===== src/rtl/sdiv_pkg.sv =====
// sdiv_pkg: shared encodings, FSM states and saturation limits for sdiv_fixed
package sdiv_pkg;
    localparam logic [1:0] MODE_DIV   = 2'd0;
    localparam logic [1:0] MODE_PASS0 = 2'd1;
    localparam logic [1:0] MODE_PASS1 = 2'd2;
    typedef enum logic [1:0] {IDLE, RUN, FIN} state_t;
    function automatic longint sat_max(int w);
        return (longint'(1) << (w - 1)) - 1;
    endfunction
    function automatic longint sat_min(int w);
        return -(longint'(1) << (w - 1));
    endfunction
endpackage


===== src/rtl/sdiv_step.sv =====
// sdiv_step: one restoring-division iteration on a W+1-bit partial remainder
module sdiv_step
    import sdiv_pkg::*;
#(
    parameter int W = 16
) (
    input  logic [W:0]   pr,
    input  logic         din,
    input  logic [W-1:0] dvs,
    output logic [W:0]   pr_n,
    output logic         q
);
    logic [W+1:0] diff;
    always_comb begin
        diff = {pr, din} - {2'b00, dvs};
        q    = ~diff[W+1];
        pr_n = q ? diff[W:0] : {pr[W-1:0], din};
    end
endmodule


===== src/rtl/sdiv_fixed.sv =====
// sdiv_fixed: sequential signed fixed-point divider with saturation, remainder and pass-through
module sdiv_fixed
    import sdiv_pkg::*;
#(
    parameter int W = 16,
    parameter int FMAX = 15,
    localparam int FW = (FMAX < 1) ? 1 : $clog2(FMAX + 1)
) (
    input  logic          clk,
    input  logic          rst,
    input  logic          start,
    input  logic [1:0]    mode,
    input  logic [FW-1:0] frac,
    input  logic [W-1:0]  in0,
    input  logic [W-1:0]  in1,
    output logic          busy,
    output logic          done,
    output logic [W-1:0]  out,
    output logic [W-1:0]  rem,
    output logic          ovf,
    output logic          dz
);
    localparam int N = W + FMAX;
    localparam int CW = $clog2(N);
    localparam logic [W-1:0]  SMAX  = W'(sat_max(W));
    localparam logic [W-1:0]  SMIN  = W'(sat_min(W));
    localparam logic [N-1:0]  QMAXP = N'(sat_max(W));
    localparam logic [N-1:0]  QMAXN = N'(-sat_min(W));
    localparam logic [FW-1:0] FCAP  = FW'(FMAX);
    state_t state, state_n;
    logic [N-1:0] dq;
    logic [W:0] pr, pr_n;
    logic [W-1:0] dvs, mag0, mag1, res, rres;
    logic [FW-1:0] fc;
    logic [CW-1:0] cnt;
    logic neg0, neg1, qb, zd, sneg, big_pos, big_neg, ovf_n;
    sdiv_step #(.W(W)) u_step (.pr(pr), .din(dq[N-1]), .dvs(dvs), .pr_n(pr_n), .q(qb));
    assign busy = state != IDLE;
    always_comb begin
        mag0    = in0[W-1] ? -in0 : in0;
        mag1    = in1[W-1] ? -in1 : in1;
        fc      = frac > FCAP ? FCAP : frac;
        zd      = dvs == '0;
        sneg    = neg0 ^ neg1;
        big_pos = dq > QMAXP;
        big_neg = dq > QMAXN;
        ovf_n   = !zd && (sneg ? big_neg : big_pos);
        res     = zd ? (neg0 ? SMIN : SMAX) :
                  sneg ? (big_neg ? SMIN : -dq[W-1:0]) : (big_pos ? SMAX : dq[W-1:0]);
        rres    = zd ? '0 : neg0 ? -pr[W-1:0] : pr[W-1:0];
    end
    always_comb begin
        state_n = state;
        if (state == IDLE)
            state_n = start && mode == MODE_DIV ? RUN : IDLE;
        else if (state == RUN)
            state_n = cnt == CW'(N - 1) ? FIN : RUN;
        else
            state_n = IDLE;
    end
    always_ff @(posedge clk or posedge rst)
        if (rst) state <= IDLE;
        else state <= state_n;
    always_ff @(posedge clk or posedge rst)
        if (rst) begin
            out  <= '0;
            rem  <= '0;
            ovf  <= 1'b0;
            dz   <= 1'b0;
            done <= 1'b0;
            neg0 <= 1'b0;
            neg1 <= 1'b0;
            dq   <= '0;
            pr   <= '0;
            dvs  <= '0;
            cnt  <= '0;
        end else begin
            done <= 1'b0;
            if (state == IDLE && start && mode == MODE_DIV) begin
                neg0 <= in0[W-1];
                neg1 <= in1[W-1];
                dq   <= N'(mag0) << fc;
                dvs  <= mag1;
                pr   <= '0;
                cnt  <= '0;
            end else if (state == IDLE && start) begin
                out  <= mode == MODE_PASS1 ? in1 : in0;
                rem  <= '0;
                ovf  <= 1'b0;
                dz   <= 1'b0;
                done <= 1'b1;
            end else if (state == RUN) begin
                pr  <= pr_n;
                dq  <= {dq[N-2:0], qb};
                cnt <= cnt + 1'b1;
            end else if (state == FIN) begin
                out  <= res;
                rem  <= rres;
                ovf  <= ovf_n;
                dz   <= zd;
                done <= 1'b1;
            end
        end
endmodule

===== config.mk =====
export PLATFORM = sky130hd
export DESIGN_NAME = sdiv_fixed
export DESIGN_NICKNAME = d
export VERILOG_FILES = /design/src/rtl/sdiv_pkg.sv /design/src/rtl/sdiv_step.sv /design/src/rtl/sdiv_fixed.sv
export SDC_FILE = /design/constraint.sdc
export NUM_CORES = 1
export LEC_CHECK = 0
export ABC_AREA = 1
export ABC_CLOCK_PERIOD_IN_PS = 6200
export BUFFER_PORTS_ARGS = -buffer_cell sky130_fd_sc_hd__buf_2
export CORE_MARGIN = 5
export CORE_UTILIZATION = 32
export DETAILED_ROUTE_END_ITERATION = 16
export HOLD_SLACK_MARGIN = 0.12
export PLACE_DENSITY = 0.49
export SLEW_MARGIN = 20
export SYNTH_ARGS = -nofsm -noshare
export SYNTH_HDL_FRONTEND = slang
export SYNTH_SLANG_ARGS = --single-unit
export TNS_END_PERCENT = 1

===== constraint.sdc =====
create_clock -name clk -period 6.2 [get_ports clk]
set_input_delay 0.62 -clock clk [delete_from_list [all_inputs] [get_ports clk]]
set_output_delay 0.62 -clock clk [all_outputs]
set_load 0.05 [all_outputs]

==> summary.txt, run 1 <==
Clock tree
  • H-Tree Depth: 3
  • Clk root buf: clkbuf_16
  • Clk Latency, worst-skew pair: roughly 0.36 ns
  • Setup bufs post-CTS: 0
  • Clock Sink Count: 108
  • Clk slew on worst S/H paths: ~0.080 ns
  • CTS tree: done
  • Post_cts resized: 0
  • Num CTS Buffers: 9
  • Clock tree buffer depth: 2
  • Hold buffers post-CTS: 0

Setup path
  • Crit-path cells: inv_1 -> nand3_2 -> nor2_4 -> inv_1 -> buf_4 -> nand2_1 -> buf_4 -> nand2_1 -> a21oi_1 -> a21oi_1
  • CP Capture Type: flip-flop
  • Crit Path Class: flip-flop to flip-flop
  • CP max stage cell: nor2_4
  • CP Max Fanout: 50
  • Largest stage delay on the critical path: 0.45 ns
  • Crit path arrival time: about 2.9 ns
  • Startpoint types: flip-flop
  • Crit path required time: 6.44 ns

Logic synthesis
  • Avg Inst Size Synth: between 6 and 7 µm²
  • Net Count, Synth: 1309
  • Number of synthesized flops with an enable pin: 0
  • Synth cell types: 47
  • Synth area leaders: dfrtp_1 33%, nand2_1 12%, nand3_1 12%
  • Area leader, netlist: dfrtp_1
  • Post-synth top area share: around 33%
  • Yosys warns: 0
  • Sequential area share after synthesis: 32.54%
  • Synthesized flop and latch total: 108
  • Fraction of registers with async set/reset: 100.0%
  • Mapped Cells: 1244
  • Mapped cell area: 8307 µm²
  • Ys flop type: dfrtp_1

Final layout
  • Area Overhead vs Synth: 10.57%
  • Area taken by multi-input logic gates: 4791 µm²
  • Cell Count, Final, Fillers Out: 1626
  • Final net count: 1351
  • Share of cells above drive strength 1: 9.760%
  • Filler cells: 2950
  • Reg area: 2703 µm²
  • N_diodes: 0
  • Layout Utilization: approximately 36%

Floorplanning
  • Rows: 59
  • Die width: 171.1 µm
  • Chip height: between 150 and 200 µm
  • # IOs: 77
  • Floorplan Core Area: 25840 µm²
  • Starting Density: 32.15%
  • Die area: 29280 µm²

Placed design
  • RePlAce Congestion: 0.9033
  • Dpl cells: 1610
  • Post-DP HPWL: 23090 µm
  • IO Port Bufs: between 70 and 80

Timing
  • Layout Skew: 0.01095 ns
  • Fmax: 0.3737 GHz
  • Final hold vios: 0
  • Final Slew Violations: 0
  • Slew @ Worst Pin: 1.005 ns
  • TNS Setup: 0 ns
  • Final period util: 43.16%
  • Crit path time final: 2.676 ns
  • RSZ-0062 raised after global routing: no
  • Relative slew slack: 32.76%
  • Hold_ws: 0.4384 ns
  • # setup viols final: 0

Drt
  • First DRT Iteration DRCs: 718
  • Via count: 8558
  • WL per Instance: 18.08 µm
  • Drt drc: 0
  • Initial DRT Pass Iterations: 5
  • Routed WL: 29390 µm
  • Vias per cell: around 5.3
  • ANT nets after route: 0

Outcome
  • Status: completed

GRT
  • Antenna violations before repair: 0
  • Total track usage: 20.20%
  • Met3 Usage GRT: 3.651%
  • GRT overflow: 0
  • Largest net degree at the start of global routing: 68
  • M2 GR Usage: 28.70%
  • Met1 Track Usage GR: about a third
  • Vias in the first global route: ~8000
  • GRT busiest layer: met1
  • Global-route wire length before repair: 46340 µm

Power
  • Pwr dens: 536.4 nW/µm²
  • LEAKAGE: 4.442 nW
  • Maximum VDD drop: 261.2 µV

Min path
  • Hold Crit Class: input port to asynchronous set/reset pin

Run
  • Max-cap violation count: 0
[synth_stat cells, types with 8 or more instances]
cell type / instances
nor3_1: 21
o221ai_1: 8
nand2_1: 266
o21ai_1: 11
clkbuf_1: 28
nand4_1: 16
nand3_1: 197
nor2_1: 99
xor2_1: 29
a22oi_1: 9
o21ai_0: 119
a21oi_1: 68
ha_1: 23
inv_1: 145
xnor2_1: 10
buf_2: 16
dfrtp_1: 108
[layout make-up]
cell class / instances / area share (%)
multi-input combinational: 933 / 52.16
inverter: 151 / 6.198
sequential: 108 / 29.42
clock inverter: 4 / 0.3678
tap: 335 / 4.563
timing repair buffer: 83 / 4.713
clock buffer: 12 / 2.575
[layer usage]
layer,vias up,share of wire [%]
li1,4238,-
met1,4010,50
met4,0,1.5
met2,284,41
met5,-,0
met3,26,6.8
[sequential cells by signal (all words and copies together), names as in the netlist, 2 cells and up]
name   cells
rem       16
out       16
state      2
dq        31
cnt        5
dvs       16
pr        17
[report_power, final]
part	leakage, nW	internal [mW]	switching [mW]
clock	0.127	0.277	0.287
combinational	3.00	0.980	2.05
sequential	1.31	1.01	0.316
[logic make-up (layout without fill, tap and decap cells)]
group / after synthesis / count (layout) / share of synthesized area (%)
flops: 108 / 108 / 32.53
compound gates: 239 / 239 / 15.95
simple gates: 631 / 631 / 33.91
xor+xnor: 39 / 39 / 4.112
fa+ha+maj: 24 / 24 / 3.705
buf+inv: 203 / 250 / 9.791
[per-stage QoR]
stage	setup slack [ns]	cell area [µm²]	total power, mW
CTS	3.528	9185	4.936
detailed placement	3.317	8915	4.358
global route	3.281	9185	5.386
finish	3.524	9185	4.927
floorplan	2.734	8307	3.559
global placement	3.426	8915	4.358
[critical path, delay by kind of cell (launching register included)]
family | cells | cell delay [ns]
and+or+nand+nor | 4 | 0.98
buffers and inverters | 4 | 0.94
DFF | 1 | 0.38
AOI/OAI and AO/OA | 2 | 0.23
[cells in the final DEF, fill, tap and decap left out, types with 23 or more instances in the layout]
master	netlist	layout
nand2_1	266	266
xor2_1	29	29
buf_2	16	76
a21oi_1	68	68
nor2_1	99	99
ha_1	23	23
inv_1	145	144
o21ai_0	119	119
dfrtp_1	108	108
nand3_1	197	197
[worst paths after layout]
kind	start	to	slack, ns	depth (start not counted)
min in group clk	dvs[9]	dvs[9]	0.49	2
max reg2reg	state[0]	dq[21]	3.52	10
min reg2reg	dvs[9]	dvs[9]	0.49	2
max in group asynchronous	rst	dq[16]	4.62	3
min	rst	out[5]	0.44	2
max	state[0]	dq[21]	3.52	10
No activity file was read; power rests on OpenSTA's default activity.
==> inputs of run 2 (changes only) <==
--- a/config.mk
+++ b/config.mk
@@ -6,7 +6,7 @@
 export NUM_CORES = 1
 export LEC_CHECK = 0
 export ABC_AREA = 1
-export ABC_CLOCK_PERIOD_IN_PS = 6200
+export ABC_CLOCK_PERIOD_IN_PS = 2550
 export BUFFER_PORTS_ARGS = -buffer_cell sky130_fd_sc_hd__buf_2
 export CORE_MARGIN = 5
 export CORE_UTILIZATION = 32
==> constraint.sdc (replaced) <==
create_clock -name clk -period 2.55 [get_ports clk]
set_input_delay 0.255 -clock clk [delete_from_list [all_inputs] [get_ports clk]]
set_output_delay 0.255 -clock clk [all_outputs]
set_load 0.05 [all_outputs]
==> run 2 against run 1 <==
Routed wire length decreased by 4.6%. Sequential power increased by 140%. Final area increased by 2.6%. Clock skew increased by 0.00087 ns. Via count decreased by 1.7%. Utilization increased by 0.92 points. Clock-buffer cell count decreased by 1. First-iteration DRC count decreased by 19%. Combinational power increased by 140%. Highest routed layer unchanged.
==> summary.txt, run 2 (same netlist as run 1, synthesis figures left out) <==
Outcome
  • Status: completed

Floorplanning
  • Rows: 59 (unchanged)
  • Starting Density: 32.15% (unchanged)
  • Die width: 171.1 µm (unchanged)
  • Chip height: 171.1 µm (unchanged)
  • # IOs: 77 (unchanged)
  • Die area: 29280 µm² (unchanged)
  • Floorplan Core Area: 25840 µm² (unchanged)

Setup path
  • Crit path arrival time: 2.55 ns (-0.37 ns)
  • Crit path required time: 2.79 ns (-3.65 ns)
  • Startpoint types: flip-flop
  • Crit Path Class: flip-flop to flip-flop
  • CP Capture Type: flip-flop
  • CP Max Fanout: 16 (-68%)

Timing
  • RSZ-0062 raised after global routing: no
  • Slew @ Worst Pin: 1.035 ns (+0.02968 ns)
  • Layout Skew: 0.01182 ns (+0.0008725 ns)
  • # setup viols final: 0 (unchanged)
  • TNS Setup: 0 ns (unchanged)
  • Relative slew slack: 30.78% (-2.0 points)
  • Final hold vios: 0 (unchanged)
  • Fmax: 0.4331 GHz (+16%)
  • Final period util: 90.54% (+47 points)
  • Crit path time final: 2.309 ns (-0.3671 ns)
  • Final Slew Violations: 0 (unchanged)

Drt
  • Uppermost layer routed: met4
  • Routed WL: 28030 µm (-4.6%)
  • Met1 WL: 14830 µm (+0.23%)
  • ANT nets after route: 0 (unchanged)
  • Drt drc: 0 (unchanged)
  • Met2 routed WL: 11390 µm (-6.4%)
  • Vias per cell: 5.109 (-2.9%)
  • WL per Instance: 17.02 µm (-5.8%)
  • Initial DRT Pass Iterations: 5 (unchanged)
  • WL met3: 1560 µm (-22%)
  • First DRT Iteration DRCs: 578 (-19%)
  • Via count: 8414 (-1.7%)

Final layout
  • N_diodes: 0 (unchanged)
  • Max FFs per register: 31 (unchanged)
  • Biggest regs: dq: 31 flops, pr: 17 flops
  • Final net count: 1372 (+1.6%)
  • Filler cells: 2830 (-4.1%)
  • Design area: 9422 µm² (+2.6%)
  • Share of cells above drive strength 1: 11.28% (+1.5 points)
  • Most flop-heavy register: dq
  • Most frequent cells in the layout: 266 x nand2_1, 197 x nand3_1, 144 x inv_1
  • Area Overhead vs Synth: 13.42%
  • Leading cell type in the layout, fill and taps excluded: nand2_1

Clock tree
  • H-Tree Depth: 3 (unchanged)
  • Clk Latency, worst-skew pair: 0.37 ns (about the same)
  • Clk root buf: clkbuf_16
  • Hold buffers post-CTS: 1 (+1)
  • Clk slew on worst S/H paths: 0.08 ns (about the same)
  • Post_cts resized: 0 (unchanged)
  • Clock Sink Count: 108 (unchanged)
  • CTS tree: done
  • Clock tree buffer depth: 2 (unchanged)
  • Setup bufs post-CTS: 0 (unchanged)
  • Num CTS Buffers: 9 (unchanged)

Placed design
  • Post-DP HPWL: 22350 µm (-3.2%)
  • RePlAce Congestion: 0.9082 (+0.54%)
  • Area after DPL: 9091 µm² (+2.0%)
  • IO Port Bufs: 76 (unchanged)

Power
  • Combinational Power Share: 61.1% (-0.4 points)
  • Clock network fraction of total power: 12.9% (+1.4 points)
  • Total power: 12.11 mW (+150%)
  • Pwr dens: 1285 nW/µm² (+140%)
  • Pint: 5.750 mW (+150%)
  • LEAKAGE: 4.577 nW (+3.1%)
  • Sequential share of power: 26.0% (-1.0 points)
  • Maximum VDD drop: 552.0 µV (+110%)
  • Psw: 6.356 mW (+140%)
  • Switching share of power: 52.50% (-1.4 points)

Run
  • Max-cap violation count: 0 (unchanged)

GRT
  • Vias in the first global route: 7744 (-3.7%)
  • Largest net degree at the start of global routing: 54 (-21%)
  • Total track usage: 19.13% (-1.1 points)
  • Antenna violations before repair: 0 (unchanged)
  • Global-route wire length before repair: 44060 µm (-4.9%)
  • GRT overflow: 0 (unchanged)

Min path
  • Hold Crit Class: input port to flip-flop
[run 2: changes by cell type in the layout (fill, tap and decap cells not counted), moves of 2 or more]
cell      delta
buf_4       +18
buf_12       +2
clkinv_4     -2
clkbuf_1     -2
inv_8        +2
[run 2: path summary, 6_finish.rpt]
path	cells past startpoint	to	startpoint	slack, ns
setup / recovery	11	pr[0]	pr[1]	0.24
hold / removal	3	dvs[4]	in1[4]	0.24
setup reg to reg	11	pr[0]	pr[1]	0.24
hold reg to reg	2	dvs[5]	dvs[5]	0.49
max in group asynchronous	4	dq[8]	rst	1.28
min in group asynchronous	3	dvs[13]	rst	0.52
[run 2: per-layer routing]
metal / global-route usage (%) / vias up
met3: 3.096 / 14
li1: - / 4272
met2: 27.20 / 219
met4: 3.617 / 0
met1: 30.41 / 3909
met5: 0 / -
[run 2: power groups by stage]
stage          combinational (mW)  clock, mW  sequential, mW
4_1_cts                      7.42       1.59            3.14
3_5_place_dp                 7.38          0            3.17
5_1_grt                      8.34       1.65            3.25
6_report                     7.39       1.56            3.15
3_3_place_gp                 7.38          0            3.17
2_1_floorplan                5.14          0            3.51
[run 2: area by class of cell]
| cell class | instances | area (µm²) | area share, % |
|---|---|---|---|
| flip-flops and latches | 108 | 2703 | 28.69 |
| well taps | 335 | 419.2 | 4.449 |
| inverters | 151 | 570.5 | 6.056 |
| clock buffers | 11 | 242.7 | 2.576 |
| repair buffers | 104 | 618.1 | 6.560 |
| multi-input cells | 933 | 4791 | 50.85 |
| clock inverters | 5 | 77.57 | 0.8234 |
[run 2: critical path, cell delays in order (launching register included)]
cell,delay [ns]
dfrtp_1,0.46
ha_1,0.40
a21oi_1,0.22
o21ai_1,0.11
a21oi_1,0.13
nand2_1,0.11
nand2_2,0.11
nand3_1,0.09
nand2_2,0.29
nand2_1,0.09
nand3_1,0.09
o21ai_0,0.07
[run 2: through the flow]
| step | hold WS [ns] | std cells | utilization [%] | setup slack, ns |
|---|---|---|---|---|
| after CTS | 0.2266 | 1647 | 36.46 | 0.2392 |
| after detailed placement | 0.4060 | 1630 | 35.19 | 0.2435 |
| after global placement | 0.4047 | 1630 | 35.19 | 0.2897 |
| after floorplan | 0.4421 | 1244 | - | 0.5564 |
| after global routing | 0.2545 | 1647 | 36.46 | 0.01017 |
| final | 0.2413 | 1647 | 36.46 | 0.2411 |
